$ cat src/rtl/serial_compare_ctrl.sv
// Purpose: MSB-first magnitude compare of two WIDTH-bit operands, one 2-bit slice per clock.
// Latency: done pulses the cycle after the deciding slice edge; 1..WIDTH/2 RUN cycles after start.
// Backpressure: none; start is only accepted in IDLE, and a start while busy or done is dropped.
module serial_compare_ctrl #(
  parameter int WIDTH = 8
) (
  input  logic             clk,
  input  logic             rst,
  input  logic             start,
  input  logic             abort,
  input  logic [WIDTH-1:0] a,
  input  logic [WIDTH-1:0] b,
  output logic             busy,
  output logic             done,
  output logic             greater,
  output logic             equal,
  output logic             lesser
);

  localparam int NSLICE = WIDTH / 2;
  // Keep the index at least one bit wide so a 2-bit operand still elaborates.
  localparam int IW     = (NSLICE > 1) ? $clog2(NSLICE) : 1;

  typedef enum logic [1:0] {
    S_IDLE = 2'd0,
    S_RUN  = 2'd1,
    S_DONE = 2'd2
  } state_t;

  state_t          state;
  state_t          state_nxt;
  logic [IW-1:0]   idx;
  logic [WIDTH-1:0] op_a;
  logic [WIDTH-1:0] op_b;
  logic [1:0]      slice_a;
  logic [1:0]      slice_b;

  // Control strobes from the FSM to the datapath registers.
  logic accept;
  logic step;
  logic set_gt;
  logic set_lt;
  logic set_eq;
  logic clr_flags;

  // The current slice comes from the captured operands, never from the live inputs.
  always_comb begin
    slice_a = op_a[{idx, 1'b0} +: 2];
    slice_b = op_b[{idx, 1'b0} +: 2];
  end

  // State register.
  always_ff @(posedge clk) begin
    if (rst) state <= S_IDLE;
    else     state <= state_nxt;
  end

  // Next-state and control decode. In RUN, abort outranks the compare on the same edge.
  always_comb begin
    state_nxt = state;
    accept    = 1'b0;
    step      = 1'b0;
    set_gt    = 1'b0;
    set_lt    = 1'b0;
    set_eq    = 1'b0;
    clr_flags = 1'b0;
    case (state)
      S_IDLE: begin
        if (start) begin
          accept    = 1'b1;
          state_nxt = S_RUN;
        end
      end
      S_RUN: begin
        if (abort) begin
          clr_flags = 1'b1;
          state_nxt = S_IDLE;
        end else if (slice_a > slice_b) begin
          set_gt    = 1'b1;
          state_nxt = S_DONE;
        end else if (slice_a < slice_b) begin
          set_lt    = 1'b1;
          state_nxt = S_DONE;
        end else if (idx == '0) begin
          set_eq    = 1'b1;
          state_nxt = S_DONE;
        end else begin
          step      = 1'b1;
        end
      end
      S_DONE: begin
        state_nxt = S_IDLE;
      end
      default: begin
        state_nxt = S_IDLE;
      end
    endcase
  end

  // Operand capture, slice index and sticky result flags.
  always_ff @(posedge clk) begin
    if (rst) begin
      op_a    <= '0;
      op_b    <= '0;
      idx     <= '0;
      greater <= 1'b0;
      equal   <= 1'b0;
      lesser  <= 1'b0;
    end else begin
      if (accept) begin
        op_a    <= a;
        op_b    <= b;
        idx     <= IW'(NSLICE - 1);
        greater <= 1'b0;
        equal   <= 1'b0;
        lesser  <= 1'b0;
      end
      if (step)   idx     <= idx - 1'b1;
      if (set_gt) greater <= 1'b1;
      if (set_lt) lesser  <= 1'b1;
      if (set_eq) equal   <= 1'b1;
      if (clr_flags) begin
        greater <= 1'b0;
        equal   <= 1'b0;
        lesser  <= 1'b0;
      end
    end
  end

  assign busy = (state == S_RUN);
  assign done = (state == S_DONE);

endmodule

$ cat config.mk
export PLATFORM = sky130hd
export DESIGN_NAME = serial_compare_ctrl
export DESIGN_NICKNAME = d
export VERILOG_FILES = /design/src/rtl/serial_compare_ctrl.sv
export SDC_FILE = /design/constraint.sdc
export NUM_CORES = 1
export LEC_CHECK = 0
export CORE_ASPECT_RATIO = 0.7
export CORE_MARGIN = 1
export CORE_UTILIZATION = 51
export CTS_CLUSTER_SIZE = 24
export DETAILED_ROUTE_END_ITERATION = 7
export GPL_TIMING_DRIVEN = 0
export PLACE_DENSITY = 0.82
export SETUP_SLACK_MARGIN = 0.5
export SLEW_MARGIN = 20
export SYNTH_ARGS = -nofsm -noshare
export SYNTH_HDL_FRONTEND = slang
export SYNTH_SLANG_ARGS = --single-unit
$ cat constraint.sdc
create_clock -name clk -period 5.8 [get_ports clk]
set_input_delay 1.16 -clock clk [delete_from_list [all_inputs] [get_ports clk]]
set_output_delay 1.16 -clock clk [all_outputs]
set_load 0.03 [all_outputs]
==> run metrics <==
status finished clean; dpl cells 165; commonest cells after routing, fill and taps aside 35 x nand2_1, 24 x clkdlybuf4s50_1, 23 x dfxtp_1; max-capacitance violation count 0; CP arrival 1.68 ns; Final ANT Viol Nets 0; Residual DRC 0; fin cells 169; RePlAce Congestion 0.764; Post-CTS Hold Buffers 0; Synth Area in Compound Gates 13.1%; setup_tns 0 ns; Tmin final 2.84 ns; post-CTS resize count 0; post-synthesis net count 142; Final Cycle Share 49.0%; H-tree depth 1; Max Slew Vio Count 0; Total Wirelength 2.19 mm; Hold WC Path Type register to register; flops & latches, synth 23; via count 896; clock-pin slew on the worst setup and hold paths 0.12 ns; Die Span X 55.8 µm; Worst Skew 0.00643 ns; sequential fraction of the synthesis area 44.6%; Die H 39.6 µm; first-pass GRT wire length 3.59 mm; area share of xor/xnor cells in the synthesized design 0%; met2 GRT Util 39.8%; Most Crowded Layer GR met2; Post-DP HPWL 1.59 mm; DR vias/cell 5.30; Area growth syn-to-layout 28.5%; drt first pass iters 4; RSZ-0062 raised after global routing no; gr ovfl total 0; layout cell share with drive strength beyond 1 8.16%; Post-Syn Area 1030 µm²; Max VDD drop 0.178 mV; Power Dens Cells 245 nW/µm²; number of global-route vias before repair 845; ant diodes 0; largest net degree at the start of global routing 13; Site Rows 13; Worst Path Required 4.64 ns; commonest non-fill, non-tap cell in the layout nand2_1; Syn Inst Count 119; synthesized area per cell 8.67 µm²; drt wl/cell 13.0 µm; LEAKAGE 0.498 nW; number of DRC markers in iteration 0 31; Synth Area in Simple Gates 25.2%; Least-Margin Pin Slew 0.492 ns; Hold Path Depth 2; CTS root buffer clkbuf_4; Worst Path Max Fanout 6; GR Util met1 25.9%; Max-slew headroom 67.2%; CP Class register to output port; Starting Density 54.7%; met3 Usage GRT 7.26%; Worst Setup End Kind output port; Yosys cell types 24; DIE AREA 2210 µm²; GR Util All Layers 22.3%; boundary pin count 25; clk sinks 23; Post-Synth Adder-Cell Area 3.64%; Final setup viols 0; Fin. Hold Viols 0; startpoint types register; post-CTS setup buffer count 0; Highest Clock Rate 352 MHz; Final #Nets 171; Final Util 70.3%; YS warnings 0; TritonCTS buffer count 3; worst r2r path cells 6; post-synthesis mux area share 8.73%; initial antenna violation count 0; main combinational cell family by area after synthesis simple AND/OR/NAND/NOR gates; # fillers 157; core area 1890 µm²; I/O Buffers 24; Longest Clk Path Bufs 2; CTS tree done; clock latency on the worst-skew pair 0.31 ns
state kept, by name, summed over array words and instances, names as in the netlist:
signal	count
lesser	1
equal	1
idx	2
op_a	8
state	2
op_b	8
greater	1
Yosys cell counts (all sizes together):
| cell | number | area [µm²] |
|---|---|---|
| a211oi | 1 | 7.51 |
| a32oi | 1 | 8.76 |
| o211ai | 1 | 7.51 |
| nand2b | 1 | 6.26 |
| and2b | 1 | 7.51 |
| nor3b | 3 | 27.5 |
| nor2b | 3 | 18.8 |
| a21oi | 19 | 95.1 |
| or3b | 1 | 8.76 |
| a21o | 1 | 7.51 |
| clkbuf | 6 | 22.5 |
| inv | 7 | 26.3 |
| dfxtp | 23 | 460 |
| nor4 | 2 | 12.5 |
| nor2 | 2 | 7.51 |
| a311oi | 1 | 8.76 |
| nor3 | 1 | 5.00 |
| or3 | 1 | 11.3 |
| mux4 | 4 | 90.1 |
| ha | 3 | 37.5 |
| nand2 | 35 | 131 |
| or4b | 2 | 23.8 |
through the flow:
stage	hold slack [ns]	setup WS [ns]	cell area, µm²	power [mW]
6_report	0.458	2.96	1330	0.325
5_1_grt	0.478	2.92	1330	0.344
4_1_cts	0.460	2.96	1330	0.329
3_5_place_dp	0.443	2.96	1300	0.254
3_3_place_gp	0.439	2.98	1300	0.251
2_1_floorplan	0.433	3.49	1030	0.226
cells by family (layout without fill, tap and decap cells):
group,Yosys count,in the layout
flip-flops,23,23
buffers and inverters,13,41
AO/OA/AOI/OAI,24,24
AND/OR/NAND/NOR,52,52
adder cells (fa/ha/maj),3,3
multiplexers,4,4
final cells by class:
class | count | area, µm² | area share [%]
buffer | 6 | 22.5 | 1.70
clock buffer | 4 | 26.3 | 1.98
inverter | 7 | 26.3 | 1.98
multi-input combinational | 83 | 523 | 39.4
sequential | 23 | 460 | 34.7
tap | 22 | 27.5 | 2.08
timing repair buffer | 24 | 240 | 18.1
routing by layer:
| layer | vias up | wire length (µm) |
|---|---|---|
| li1 | 464 | - |
| met1 | 405 | 1010 |
| met2 | 23 | 1050 |
| met3 | 4 | 99 |
| met4 | 0 | 31 |
| met5 | - | 0 |
power breakdown:
group | switching [mW] | total, mW | leakage, nW | internal, mW
clock network | 0.0465 | 0.0734 | 0.0150 | 0.0269
registers | 0.00724 | 0.176 | 0.189 | 0.169
logic | 0.0382 | 0.0754 | 0.294 | 0.0372
critical path: stages, from the launching register on:
cell and delay (ns):
dfxtp_1 0.39, and2b_1 0.29, clkdlybuf4s50_1 0.69
path summary, 6_finish.rpt:
path                        end  slack, ns                  start
min reg2reg  equal$_SDFFE_PP0P_       0.46     equal$_SDFFE_PP0P_
min          equal$_SDFFE_PP0P_       0.46     equal$_SDFFE_PP0P_
max reg2reg  equal$_SDFFE_PP0P_       3.30    idx[0]$_SDFFE_PP0P_
max                        busy       2.96  state[1]$_SDFFE_PP0P_
No activity file was read; power rests on OpenSTA's default activity.
